===== src/rtl/alu_arbiter.sv =====
// alu_arbiter: round-robin sharing of one combinational ALUdec+ALU pair between the
// branch/compare unit (port 0) and the address-generation unit (port 1).
module alu_arbiter #(
  parameter int unsigned TAGW = 4,
  parameter int unsigned CNTW = 16
) (
  input  logic            Clock,
  input  logic            Reset_n,

  input  logic            in0_valid,
  output logic            in0_ready,
  input  logic [6:0]      in0_opcode,
  input  logic [2:0]      in0_funct,
  input  logic            in0_add_rshift_type,
  input  logic [31:0]     in0_A,
  input  logic [31:0]     in0_B,
  input  logic [TAGW-1:0] in0_tag,

  input  logic            in1_valid,
  output logic            in1_ready,
  input  logic [6:0]      in1_opcode,
  input  logic [2:0]      in1_funct,
  input  logic            in1_add_rshift_type,
  input  logic [31:0]     in1_A,
  input  logic [31:0]     in1_B,
  input  logic [TAGW-1:0] in1_tag,

  output logic [6:0]      alu_opcode,
  output logic [2:0]      alu_funct,
  output logic            alu_add_rshift_type,
  output logic [31:0]     alu_A,
  output logic [31:0]     alu_B,
  input  logic [31:0]     alu_Out,
  input  logic            alu_Zero,

  output logic            resp0_valid,
  input  logic            resp0_ready,
  output logic [31:0]     resp0_data,
  output logic            resp0_zero,
  output logic [TAGW-1:0] resp0_tag,

  output logic            resp1_valid,
  input  logic            resp1_ready,
  output logic [31:0]     resp1_data,
  output logic            resp1_zero,
  output logic [TAGW-1:0] resp1_tag,

  output logic            busy,
  output logic [CNTW-1:0] stall_cnt
);

  logic            s1_valid_q, s1_valid_d;
  logic            s1_owner_q, s1_owner_d;
  logic [6:0]      opcode_q, opcode_d;
  logic [2:0]      funct_q, funct_d;
  logic            ars_q, ars_d;
  logic [31:0]     a_q, a_d;
  logic [31:0]     b_q, b_d;
  logic [TAGW-1:0] tag_q, tag_d;

  logic [1:0]      rvalid_q, rvalid_d;
  logic [31:0]     rdata_q [2];
  logic [31:0]     rdata_d [2];
  logic [1:0]      rzero_q, rzero_d;
  logic [TAGW-1:0] rtag_q [2];
  logic [TAGW-1:0] rtag_d [2];

  logic            last_grant_q, last_grant_d;
  logic [CNTW-1:0] stall_q, stall_d;

  logic [1:0]      resp_ready_v;
  logic            s1_adv;
  logic            can_accept;
  logic            grant0;
  logic            grant1;

  always_comb begin
    resp_ready_v = {resp1_ready, resp0_ready};
    s1_adv       = s1_valid_q & (~rvalid_q[s1_owner_q] | resp_ready_v[s1_owner_q]);
    can_accept   = ~s1_valid_q | s1_adv;
    // last_grant_q==1 means port 1 went last, so port 0 wins a tie
    grant0       = in0_valid & (~in1_valid | last_grant_q);
    grant1       = in1_valid & (~in0_valid | ~last_grant_q);
    in0_ready    = can_accept & grant0;
    in1_ready    = can_accept & grant1;
  end

  always_comb begin
    s1_valid_d   = s1_valid_q;
    s1_owner_d   = s1_owner_q;
    opcode_d     = opcode_q;
    funct_d      = funct_q;
    ars_d        = ars_q;
    a_d          = a_q;
    b_d          = b_q;
    tag_d        = tag_q;
    rvalid_d     = rvalid_q;
    rdata_d      = rdata_q;
    rzero_d      = rzero_q;
    rtag_d       = rtag_q;
    last_grant_d = last_grant_q;
    stall_d      = stall_q;

    // Drain first so that a same-cycle refill from S1 wins.
    for (int unsigned p = 0; p < 2; p++) begin
      if (rvalid_q[p] && resp_ready_v[p]) begin
        rvalid_d[p] = 1'b0;
      end
      if (s1_adv && (s1_owner_q == 1'(p))) begin
        rvalid_d[p] = 1'b1;
        rdata_d[p]  = alu_Out;
        rzero_d[p]  = alu_Zero;
        rtag_d[p]   = tag_q;
      end
    end

    if (s1_adv) begin
      s1_valid_d = 1'b0;
    end

    if (in0_ready || in1_ready) begin
      s1_valid_d   = 1'b1;
      s1_owner_d   = in1_ready;
      last_grant_d = in1_ready;
      if (in1_ready) begin
        opcode_d = in1_opcode;
        funct_d  = in1_funct;
        ars_d    = in1_add_rshift_type;
        a_d      = in1_A;
        b_d      = in1_B;
        tag_d    = in1_tag;
      end else begin
        opcode_d = in0_opcode;
        funct_d  = in0_funct;
        ars_d    = in0_add_rshift_type;
        a_d      = in0_A;
        b_d      = in0_B;
        tag_d    = in0_tag;
      end
    end

    if ((in0_valid || in1_valid) && !can_accept && (stall_q != '1)) begin
      stall_d = stall_q + 1'b1;
    end
  end

  always_ff @(posedge Clock or negedge Reset_n) begin
    if (!Reset_n) begin
      s1_valid_q   <= 1'b0;
      s1_owner_q   <= 1'b0;
      opcode_q     <= '0;
      funct_q      <= '0;
      ars_q        <= 1'b0;
      a_q          <= '0;
      b_q          <= '0;
      tag_q        <= '0;
      rvalid_q     <= '0;
      rdata_q      <= '{default: '0};
      rzero_q      <= '0;
      rtag_q       <= '{default: '0};
      last_grant_q <= 1'b1;
      stall_q      <= '0;
    end else begin
      s1_valid_q   <= s1_valid_d;
      s1_owner_q   <= s1_owner_d;
      opcode_q     <= opcode_d;
      funct_q      <= funct_d;
      ars_q        <= ars_d;
      a_q          <= a_d;
      b_q          <= b_d;
      tag_q        <= tag_d;
      rvalid_q     <= rvalid_d;
      rdata_q      <= rdata_d;
      rzero_q      <= rzero_d;
      rtag_q       <= rtag_d;
      last_grant_q <= last_grant_d;
      stall_q      <= stall_d;
    end
  end

  always_comb begin
    alu_opcode          = opcode_q;
    alu_funct           = funct_q;
    alu_add_rshift_type = ars_q;
    alu_A               = a_q;
    alu_B               = b_q;
    resp0_valid         = rvalid_q[0];
    resp0_data          = rdata_q[0];
    resp0_zero          = rzero_q[0];
    resp0_tag           = rtag_q[0];
    resp1_valid         = rvalid_q[1];
    resp1_data          = rdata_q[1];
    resp1_zero          = rzero_q[1];
    resp1_tag           = rtag_q[1];
    busy                = s1_valid_q | rvalid_q[0] | rvalid_q[1];
    stall_cnt           = stall_q;
  end

endmodule


===== config.mk =====
export PLATFORM = sky130hd
export DESIGN_NAME = alu_arbiter
export DESIGN_NICKNAME = d
export VERILOG_FILES = /design/src/rtl/alu_arbiter.sv
export SDC_FILE = /design/constraint.sdc
export NUM_CORES = 1
export LEC_CHECK = 0
export CORE_AREA = 2 2 142 144
export DETAILED_ROUTE_END_ITERATION = 6
export DIE_AREA = 0 0 144 146
export PLACE_DENSITY = 0.89
export SLEW_MARGIN = 30
export SYNTH_ARGS = -nofsm -noshare
export SYNTH_HDL_FRONTEND = slang
export SYNTH_SLANG_ARGS = --single-unit

===== constraint.sdc =====
create_clock -name Clock -period 3.3 [get_ports Clock]
set_input_delay 0.33 -clock Clock [delete_from_list [all_inputs] [get_ports Clock]]
set_output_delay 0.33 -clock Clock [all_outputs]
set_load 0.01 [all_outputs]

==> metrics.txt <==
# TYPE chip_impl_metric gauge
chip_impl_info{name="critical-path-top-delay-family",value="simple AND/OR/NAND/NOR gates"} 1
chip_impl_metric{name="detailroute.via_count",unit=""} 6020
chip_impl_info{name="status",value="complete, no violations"} 1
chip_impl_metric{name="fmaxAchievable",unit="GHz"} 0.393
chip_impl_metric{name="synthDistinctLibCells",unit=""} 38
chip_impl_metric{name="finalWeightedCongestion",unit=""} 0.815
chip_impl_metric{name="synth_cells",unit=""} 599
chip_impl_metric{name="core",unit="mm^2"} 0.0193
chip_impl_metric{name="power.density",unit="mW/mm^2"} 848
chip_impl_metric{name="synth_warnings",unit=""} 0
chip_impl_metric{name="numClockSinks",unit=""} 174
chip_impl_metric{name="finalHoldWorstSlack",unit="ns"} 0.477
chip_impl_metric{name="drc",unit=""} 0
chip_impl_metric{name="cts_resized",unit=""} 0
chip_impl_metric{name="groute.layer.met1.usage",unit="%"} 22.8
chip_impl_metric{name="peakVddDrop",unit="mV"} 0.392
chip_impl_info{name="layout_commonest_cell",value="sky130_fd_sc_hd__clkdlybuf4s50_1"} 1
chip_impl_metric{name="final.setup_skew",unit="ns"} 0.0150
chip_impl_metric{name="first_global_vias",unit=""} 6480
chip_impl_metric{name="post-cts-setup-buffers",unit=""} 0
chip_impl_metric{name="timing.max_cap.violations",unit=""} 0
chip_impl_metric{name="drive_gt1_share",unit="%"} 13.6
chip_impl_metric{name="drtPass1Iterations",unit=""} 6
chip_impl_metric{name="p_sw",unit="mW"} 3.39
chip_impl_metric{name="fp-row-count",unit=""} 51
chip_impl_metric{name="die_height",unit="um"} 146
chip_impl_metric{name="use_met3",unit="%"} 5.99
chip_impl_metric{name="fp.dieW",unit="um"} 144
chip_impl_metric{name="worst_skew_pair.late_latency",unit="ns"} 0.42
chip_impl_metric{name="p_int",unit="mW"} 6.80
chip_impl_metric{name="post_synth.cell_area_avg",unit="um^2"} 12.4
chip_impl_metric{name="areaGrowthSynthToFinish",unit="%"} 61.2
chip_impl_metric{name="p_comb_share",unit="%"} 44.4
chip_impl_info{name="start_kind",value="flop"} 1
chip_impl_metric{name="static-leakage-power",unit="nW"} 5.05
chip_impl_metric{name="synth.yosys.seq_area_share",unit="%"} 58.4
chip_impl_metric{name="synth-seq-cells",unit=""} 174
chip_impl_metric{name="setup_viol",unit=""} 0
chip_impl_metric{name="detailedPlacementHpwl",unit="um"} 16500
chip_impl_metric{name="pwr-share-seq",unit="%"} 35.8
chip_impl_info{name="cp-end-kind",value="output port"} 1
chip_impl_metric{name="synth.net_count",unit=""} 797
chip_impl_metric{name="clk_path_buf_depth",unit=""} 2
chip_impl_info{name="hold_class",value="input pin to async pin"} 1
chip_impl_metric{name="grt_start_max_net_pins",unit=""} 83
chip_impl_metric{name="numCtsBuffers",unit=""} 17
chip_impl_metric{name="fin_setup_tns",unit="ns"} 0
chip_impl_info{name="grt_most_used_layer",value="met2"} 1
chip_impl_metric{name="i_o_pins",unit=""} 367
chip_impl_metric{name="synth_top_cell_area_share",unit="%"} 58.1
chip_impl_metric{name="required_time_of_the_critical_path",unit="ns"} 2.97
chip_impl_metric{name="route.final.wire_length",unit="um"} 21500
chip_impl_metric{name="diodes_inserted",unit=""} 0
chip_impl_metric{name="buffering_stage_count_on_the_worst_path_with_inverters_included",unit=""} 1
chip_impl_metric{name="antenna_found_initial",unit=""} 0
chip_impl_info{name="path_class",value="flop to output port"} 1
chip_impl_metric{name="post_drt_via_cell_ratio",unit=""} 4.85
chip_impl_metric{name="final_util",unit="%"} 62.1
chip_impl_metric{name="clockPowerShare",unit="%"} 19.9
chip_impl_info{name="final_cell_mix",value="sky130_fd_sc_hd__clkdlybuf4s50_1 (365), sky130_fd_sc_hd__dfrtp_1 (173), sky130_fd_sc_hd__nor2_1 (82)"} 1
chip_impl_info{name="tritoncts",value="built"} 1
chip_impl_metric{name="worst-path-stages",unit=""} 4
chip_impl_info{name="synth_area_leader_cell",value="sky130_fd_sc_hd__dfrtp_1"} 1
chip_impl_metric{name="grt.met2_usage",unit="%"} 36.9
chip_impl_info{name="clk_root_buffer_cell",value="sky130_fd_sc_hd__clkbuf_16"} 1
chip_impl_metric{name="synth.cell_area",unit="mm^2"} 0.00745
chip_impl_metric{name="timing.slew.headroom",unit="%"} 55.3
chip_impl_info{name="slowest_stage",value="sky130_fd_sc_hd__clkdlybuf4s50_1"} 1
chip_impl_info{name="worstPathCellList",value="and4b_1 > nor2_1 > and2_1 > clkdlybuf4s50_1"} 1
chip_impl_metric{name="layout_min_cycle_time",unit="ns"} 2.55
chip_impl_metric{name="routed_wire_length_per_instance",unit="um"} 17.3
chip_impl_metric{name="tightest_slew",unit="ns"} 0.668
chip_impl_metric{name="clkSlewWorstSetupHoldPaths",unit="ns"} 0.08
chip_impl_metric{name="detail_route.iter0.violations",unit=""} 154
chip_impl_metric{name="finalCritPeriodShare",unit="%"} 77.2
chip_impl_metric{name="cts.htree.levels",unit=""} 4
chip_impl_metric{name="ant_nets_after_route",unit=""} 0
chip_impl_metric{name="globalRouteTotalUtil",unit="%"} 20.6
chip_impl_metric{name="grt_remaining_overflow",unit=""} 0
chip_impl_metric{name="swShare",unit="%"} 33.3
chip_impl_metric{name="die_area",unit="mm^2"} 0.0210
chip_impl_metric{name="critical-path-max-stage-delay",unit="ns"} 0.60
chip_impl_info{name="rsz0062_at_grt",value="false"} 1
chip_impl_metric{name="start_util",unit="%"} 38.5
chip_impl_metric{name="nets",unit=""} 1163
chip_impl_info{name="netlist_top_cells_area",value="sky130_fd_sc_hd__dfrtp_1 (58%), sky130_fd_sc_hd__mux2_2 (11%), sky130_fd_sc_hd__mux2i_1 (11%)"} 1
chip_impl_metric{name="portBuffers",unit=""} 366
chip_impl_metric{name="critPathMaxFanout",unit=""} 5
chip_impl_metric{name="worst_ep_arrival_time",unit="ns"} 2.22
chip_impl_metric{name="grt_pass1_wl",unit="um"} 33900
chip_impl_metric{name="hold_viol",unit=""} 0
chip_impl_metric{name="worstRegToRegCells",unit=""} 5
chip_impl_metric{name="finalMaxSlewViolations",unit=""} 0
## through the flow
step	cells	instance area [um^2]	total power, mW	setup slack, ns
2_1_floorplan	599	7450	5.60	1.54
3_3_place_gp	1210	11400	8.07	0.916
3_5_place_dp	1210	11400	8.23	0.830
4_1_cts	1242	12000	10.3	0.749
5_1_grt	1242	12000	10.8	0.647
6_report	1242	12000	10.2	0.754
## cells by family (layout without fill, tap and decap cells)
family                     count (synthesis)  in the layout  synth area share [%]
adders and majority gates                  1              1                 0.168
and+or+nand+nor                          134            134                  8.68
DFF                                      174            174                  58.4
xor gates and xnor gates                  15             15                  1.76
muxes                                    154            154                  22.0
AOI/OAI and AO/OA                         85             85                  6.06
buffers and inverters                     36            414                  2.90
## final timing paths
kind                                       end            from  slack (ns)
worst max register to register        tag_q[2]      s1_owner_q        1.20
worst max-delay path                 in1_ready      s1_owner_q        0.75
max in group asynchronous            alu_A[18]         Reset_n        1.98
worst min-delay path            resp1_data[15]         Reset_n        0.48
worst min register to register  resp1_data[28]  resp1_data[28]        0.51
min in group Clock              resp1_data[28]  resp1_data[28]        0.51
## state kept, by name (all words and copies together) (netlist names), 3 cells and up
register and cells:
alu_opcode 7, resp0_tag 4, resp1_data 32, resp1_tag 4, alu_funct 3, stall_cnt 16
resp0_data 32, alu_B 32, tag_q 4, alu_A 32
## cells in the mapped netlist
master / count
sky130_fd_sc_hd__a21boi_0: 1
sky130_fd_sc_hd__a21o_1: 2
sky130_fd_sc_hd__a21oi_1: 79
sky130_fd_sc_hd__and2_1: 1
sky130_fd_sc_hd__and3_1: 4
sky130_fd_sc_hd__and3b_1: 1
sky130_fd_sc_hd__and4_1: 1
sky130_fd_sc_hd__and4b_1: 1
sky130_fd_sc_hd__and4bb_4: 1
sky130_fd_sc_hd__buf_2: 20
sky130_fd_sc_hd__buf_4: 11
sky130_fd_sc_hd__clkbuf_4: 4
sky130_fd_sc_hd__dfrtp_1: 173
sky130_fd_sc_hd__dfstp_2: 1
sky130_fd_sc_hd__ha_1: 1
sky130_fd_sc_hd__inv_1: 1
sky130_fd_sc_hd__mux2_2: 74
sky130_fd_sc_hd__mux2_4: 1
sky130_fd_sc_hd__mux2i_1: 79
sky130_fd_sc_hd__nand2_1: 10
sky130_fd_sc_hd__nand2b_1: 3
sky130_fd_sc_hd__nand3_1: 5
sky130_fd_sc_hd__nand4_1: 4
sky130_fd_sc_hd__nor2_1: 82
sky130_fd_sc_hd__nor2_2: 1
sky130_fd_sc_hd__nor2b_1: 1
sky130_fd_sc_hd__nor3_1: 8
sky130_fd_sc_hd__nor3_4: 1
sky130_fd_sc_hd__nor3b_1: 2
sky130_fd_sc_hd__nor4_1: 4
sky130_fd_sc_hd__nor4_2: 1
sky130_fd_sc_hd__nor4_4: 1
sky130_fd_sc_hd__o21ai_0: 1
sky130_fd_sc_hd__o221ai_1: 1
sky130_fd_sc_hd__o22ai_4: 1
sky130_fd_sc_hd__or2_4: 1
sky130_fd_sc_hd__or3_1: 1
sky130_fd_sc_hd__xor2_1: 15
## worst register-to-register path, delay by kind of cell, from the launching register on
kind | cells | cell delay [ns]
AO/OA/AOI/OAI | 1 | 0.13
flip-flops | 1 | 0.44
buffers and inverters | 1 | 0.41
AND/OR/NAND/NOR | 3 | 1.04
## layer usage
| metal | routed length (um) | up-vias |
|---|---|---|
| li1 | - | 2829 |
| met2 | 11000 | 261 |
| met1 | 8090 | 2893 |
| met4 | 585 | 0 |
| met5 | 0 | - |
| met3 | 1740 | 37 |
## final cells by class
class | instances | area (um^2)
inverter | 1 | 3.75
clock buffer | 17 | 425
clock inverter | 14 | 173
multi-input combinational | 389 | 2900
tap | 265 | 332
fill | 1499 | 7320
timing repair buffer | 382 | 3820
sequential | 174 | 4360
## repair_timing
action | CTS | global route
endpoints found under the setup margin | 0 | 0
endpoints found under the hold margin | 65 | 0
hold buffers | 1 | 0
## power by group through the flow
| stage | combinational (mW) | sequential (mW) | clock [mW] |
|---|---|---|---|
| 2_1_floorplan | 1.58 | 4.02 | 0 |
| 3_3_place_gp | 4.46 | 3.61 | 0 |
| 3_5_place_dp | 4.55 | 3.68 | 0 |
| 4_1_cts | 4.57 | 3.65 | 2.08 |
| 5_1_grt | 4.86 | 3.76 | 2.18 |
| 6_report | 4.52 | 3.64 | 2.02 |
Power figures use the tool's default switching activity.
==> edit 1: new RTL, same flow settings <==
The parameter `CNTW` goes from 16 to 8.
--- a/src/rtl/alu_arbiter.sv
+++ b/src/rtl/alu_arbiter.sv
@@ -2,7 +2,7 @@
 // branch/compare unit (port 0) and the address-generation unit (port 1).
 module alu_arbiter #(
   parameter int unsigned TAGW = 4,
-  parameter int unsigned CNTW = 16
+  parameter int unsigned CNTW = 8
 ) (
   input  logic            Clock,
   input  logic            Reset_n,
Ports: changed (resized stall_cnt); port bits go from 367 to 359. The function was not compared with the original's and may differ.
==> edit 1 against the unedited design <==
- design area is 4.6% lower
- routed wire length is 6.9% lower
- maximum frequency is 2.2% lower
- via count is 6.9% lower
- sequential cell count is 8 lower
- setup slack worse by 58 ps
- synthesized area is 6.6% lower
- total power is 2.6% lower
- critical path type unchanged
- critical endpoint is now in0_ready
- largest cell class unchanged
- highest routed layer unchanged
==> edit 1: results (changes against the unedited design) <==
CTS buffer count: 17 (unchanged)
ys async rst share: 100% (unchanged)
clk_lat worst skew: 410 ps
Max VDD drop: 0.402 mV (was 0.392 mV)
via count: 5602 (was 6020)
register area share after synthesis: 59.7% (was 58.4%)
First-pass DRT Iterations: 4 (was 6)
largest net degree at the start of global routing: 88 (was 83)
layout cells sized above 1: 13.5% (was 13.6%)
Yosys cell types: 30 (was 38)
Tot GR Track Use: 19.4% (was 20.6%)
initial antenna violation count: 0 (unchanged)
Post-CTS Setup Bufs: 0 (unchanged)
Reg2Reg Setup Slack: 1330 ps (was 1200 ps)
outcome: completed (unchanged)
Placer Congestion: 0.752 (was 0.815)
first-pass GRT wire length: 31700 microns (was 33900 microns)
Iteration-0 DRC Markers: 105 (was 154)
# nets final: 1111 (was 1163)
post-CTS resize count: 0 (unchanged)
HP Class: in -> async (unchanged)
Critical R2R Capture: alu_B[9] (was tag_q[2])
top cells by area, synth: dfrtp_1 (59%), mux2_2 (12%), mux2i_1 (11%), a21oi_1 (5.7%), nor2_1 (4.5%) (was dfrtp_1 (58%), mux2_2 (11%), mux2i_1 (11%), a21oi_1 (5.3%), nor2_1 (4.1%))
Placement Setup Slack: 758 ps (was 830 ps)
Sum Neg Setup Slack: 0 ps (unchanged)
antenna cell count: 0 (unchanged)
reg2reg path depth: 5 (unchanged)
WP data arrival: 2270 ps (was 2220 ps)
Pleak: 4.77 nW (was 5.05 nW)
GR Overflow Total: 0 (unchanged)
hold_ws: 507 ps (was 477 ps)
Net Sw Power: 0.00327 W (was 0.00339 W)
reg2reg start: s1_owner_q (unchanged)
Yosys warning total: 0 (unchanged)
Post-DP Area: 0.0109 sq mm (was 0.0114 sq mm)
CTS root buf: clkbuf_16 (unchanged)
DP HPWL: 15300 microns (was 16500 microns)
Clock Skews: 12.1 ps (was 15.0 ps)
measured slew at the worst slew-check pin: 768 ps (was 668 ps)
WL/cell: 16.8 microns (was 17.3 microns)
Port Buffer Count: 358 (was 366)
vias in the first global route: 6034 (was 6480)
syn nets: 758 (was 797)
clock buffer depth: 2 (unchanged)
Crit Path Max Fanout: 4 (was 5)
H-tree depth: 4 (unchanged)
top cells by count, synth: dfrtp_1 (165), nor2_1 (83), a21oi_1 (79), mux2i_1 (79), mux2_2 (75) (was dfrtp_1 (173), nor2_1 (82), a21oi_1 (79), mux2i_1 (79), mux2_2 (74))
clock-pin slew on the worst setup and hold paths: 70 ps
edit 1: layer usage:
metal,part of all wire (%),GRT usage (%),vias to the layer above
met5,0,0,-
met4,1.6,5.78,0
met3,9.0,7.50,27
met2,53,35.1,233
met1,37,20.7,2675
li1,-,-,2667
edit 1: repair_timing:
item                                   in CTS  in global routing
hold buffers                                1                  0
setup endpoints to repair                   0                  0
endpoints found under the hold margin      47                  0
edit 1: cells by family (layout without fill, tap and decap cells):
group | count (synthesis) | after routing | synth area share, %
compound gates | 86 | 86 | 6.45
xor+xnor | 6 | 6 | 0.755
fa+ha+maj | 1 | 1 | 0.180
buf+inv | 40 | 406 | 2.73
flops | 166 | 166 | 59.7
mux | 154 | 154 | 23.5
simple gates | 107 | 107 | 6.70
edit 1: stage by stage:
step,utilization (%),instances
floorplan,-,560
global placement,56.2,1158
detailed placement,56.2,1158
CTS,59.3,1191
global route,59.3,1191
finish,59.3,1191
edit 1: layout make-up:
type / instances / area [sq um]
clock buffer: 17 / 425
clock inverter: 15 / 173
fill: 1565 / 7870
inverter: 6 / 22.5
multi-input combinational: 354 / 2640
sequential: 166 / 4160
tap: 265 / 332
timing repair buffer: 368 / 3720
edit 1: how the worst max path moves through the flow:
stage / start / to / slack (ps) / cells after the start
final: s1_owner_q / in0_ready / 700 / 3
after global routing: s1_owner_q / in0_ready / 590 / 3
after CTS: s1_owner_q / in0_ready / 650 / 3
after detailed placement: resp1_ready / in0_ready / 760 / 4
after global placement: resp1_ready / in0_ready / 720 / 4
after floorplan: rvalid_q[1] / in0_ready / 1620 / 2
edit 1: power by group through the flow:
stage	clock [W]	combinational [W]	sequential (W)
floorplan	0	0.00152	0.00390
global placement	0	0.00437	0.00348
detailed placement	0	0.00446	0.00354
CTS	0.00204	0.00448	0.00352
global route	0.00213	0.00476	0.00363
finish	0.00199	0.00442	0.00351
edit 1: worst max-delay path, cell delays in order, from the launching register on:
cell and delay, ps:
dfrtp_1 410, and4b_2 310, a2111oi_0 490, clkdlybuf4s50_1 650
==> edit 2: new RTL, config.mk and constraints unchanged <==
Without the edit above. Register the output `stall_cnt`, cleared by the reset; this adds one clock of latency there. The other outputs are not delayed to match.
--- a/src/rtl/alu_arbiter.sv
+++ b/src/rtl/alu_arbiter.sv
@@ -48,6 +48,8 @@
   output logic            busy,
   output logic [CNTW-1:0] stall_cnt
 );
+
+  logic [CNTW-1:0] stall_cnt_d;
 
   logic            s1_valid_q, s1_valid_d;
   logic            s1_owner_q, s1_owner_d;
@@ -193,7 +195,15 @@
     resp1_zero          = rzero_q[1];
     resp1_tag           = rtag_q[1];
     busy                = s1_valid_q | rvalid_q[0] | rvalid_q[1];
-    stall_cnt           = stall_q;
+    stall_cnt_d         = stall_q;
+  end
+
+  always_ff @(posedge Clock or negedge Reset_n) begin
+    if (!Reset_n) begin
+      stall_cnt <= '0;
+    end else begin
+      stall_cnt <= stall_cnt_d;
+    end
   end
 
 endmodule
Formal check against the unedited RTL: not equivalent (a bounded check fails within 4 cycles, from zero or initial values and one cycle with Reset_n low).
==> edit 2 against the unedited design <==
- setup slack improved by 67 ps
- total power increased by 1.7%
- routed wire length increased by 2.8%
- sequential cell count increased by 16
- synthesized area increased by 5.4%
- sequential share of layout area increased by 2.3 points
- design area increased by 2.8%
- first-iteration DRC count increased by 75%
- maximum frequency increased by 2.7%
- critical endpoint unchanged
==> edit 2: results (changes against the unedited design) <==
Reg2Reg Setup Slack: 1330 ps (was 1200 ps)
Critical R2R Capture: stall_cnt_d[9] (was tag_q[2])
routed vias/inst: 4.90 (was 4.85)
max_slew headroom: 58.0% (was 55.3%)
first-pass GRT wire length: 33800 microns (was 33900 microns)
GR peak layer: met2 (unchanged)
vias in the first global route: 6387 (was 6480)
Max stage delay on crit path: 550 ps (was 600 ps)
Tot GR Track Use: 20.8% (was 20.6%)
largest net degree at the start of global routing: 107 (was 83)
Clock Skews: 9.15 ps (was 15.0 ps)
syn nets: 813 (was 797)
Net Sw Power: 0.00345 W (was 0.00339 W)
reg2reg path depth: 5 (unchanged)
layout cells sized above 1: 13.0% (was 13.6%)
WL/cell: 17.6 microns (was 17.3 microns)
M1 GR Usage: 24.1% (was 22.8%)
clock-pin slew on the worst setup and hold paths: 80 ps (about the same)
register area share after synthesis: 60.6% (was 58.4%)
WP data arrival: 2150 ps (was 2220 ps)
# nets final: 1173 (was 1163)
top cells by area, synth: dfrtp_1 (60%), mux2_2 (11%), mux2i_1 (10%), a21oi_1 (5.0%), nor2_1 (3.9%) (was dfrtp_1 (58%), mux2_2 (11%), mux2i_1 (11%), a21oi_1 (5.3%), nor2_1 (4.1%))
DP HPWL: 16500 microns (about the same)
met3 global-route usage: 6.35% (was 5.99%)
antenna cell count: 0 (unchanged)
GRT met2 Usage: 35.3% (was 36.9%)
outcome: completed (unchanged)
Pleak: 5.23 nW (was 5.05 nW)
top cells by count, synth: dfrtp_1 (189), nor2_1 (82), a21oi_1 (79), mux2i_1 (79), mux2_2 (74) (was dfrtp_1 (173), nor2_1 (82), a21oi_1 (79), mux2i_1 (79), mux2_2 (74))
DRT met1 WL: 8370 microns (was 8090 microns)
Fillers: 1467 (was 1499)
Iteration-0 DRC Markers: 269 (was 154)
Post-CTS Setup Bufs: 0 (unchanged)
met2 routed WL: 11100 microns (was 11000 microns)
Max VDD drop: 0.484 mV (was 0.392 mV)
First-pass DRT Iterations: 4 (was 6)
met3 WL post-DR: 1890 microns (was 1740 microns)
Post-DP Area: 0.0118 sq mm (was 0.0114 sq mm)
reg2reg start: stall_cnt_d[0] (was s1_owner_q)
==> edit 2: worst max-delay path by stage <==
stage,endpoint,cells past startpoint,slack (ps)
final,in1_ready,4,820
after CTS,in1_ready,4,800
after global placement,alu_A[28],6,940
after floorplan,stall_cnt_d[1],5,1610
after global routing,in1_ready,4,700
after detailed placement,alu_A[29],6,860
==> edit 2: power groups by stage <==
stage               combinational, W  clock [W]  sequential (W)
global placement             0.00446          0         0.00385
global route                 0.00482    0.00213         0.00396
finish                       0.00451    0.00199         0.00385
floorplan                    0.00158          0         0.00425
CTS                          0.00456    0.00203         0.00385
detailed placement           0.00455          0         0.00388
==> edit 2: layout make-up <==
cell class | instances | share of cell area, %
multi-input cells | 389 | 23.5
inverters | 1 | 0.0304
clock inverters | 15 | 1.19
flip-flops and latches | 190 | 38.5
repair buffers | 376 | 30.6
well taps | 265 | 2.69
clock buffers | 17 | 3.45
==> edit 2: metrics by stage <==
stage                     std cells  setup slack (ps)  util (%)  hold WS, ps
after floorplan                 615              1610         -         34.4
after global placement         1220               936      60.8          355
after detailed placement       1220               862      60.8          353
after CTS                      1253               805      63.9          452
after global routing           1253               700      63.9          472
final                          1253               821      63.9          450
==> edit 2: logic make-up after synthesis <==
logic type | count (synthesis) | share of synthesized area (%)
AO/OA/AOI/OAI | 85 | 5.75
XOR/XNOR | 15 | 1.67
adder cells (fa/ha/maj) | 1 | 0.159
buffers and inverters | 36 | 2.76
flip-flops | 190 | 60.6
multiplexers | 154 | 20.9
AND/OR/NAND/NOR | 134 | 8.24
==> edit 2: critical path: cells and delay by family (launching register included) <==
family                 cells  cell delay, ps
AND/OR/NAND/NOR            3             750
flip-flops                 1             430
buffers and inverters      1             550
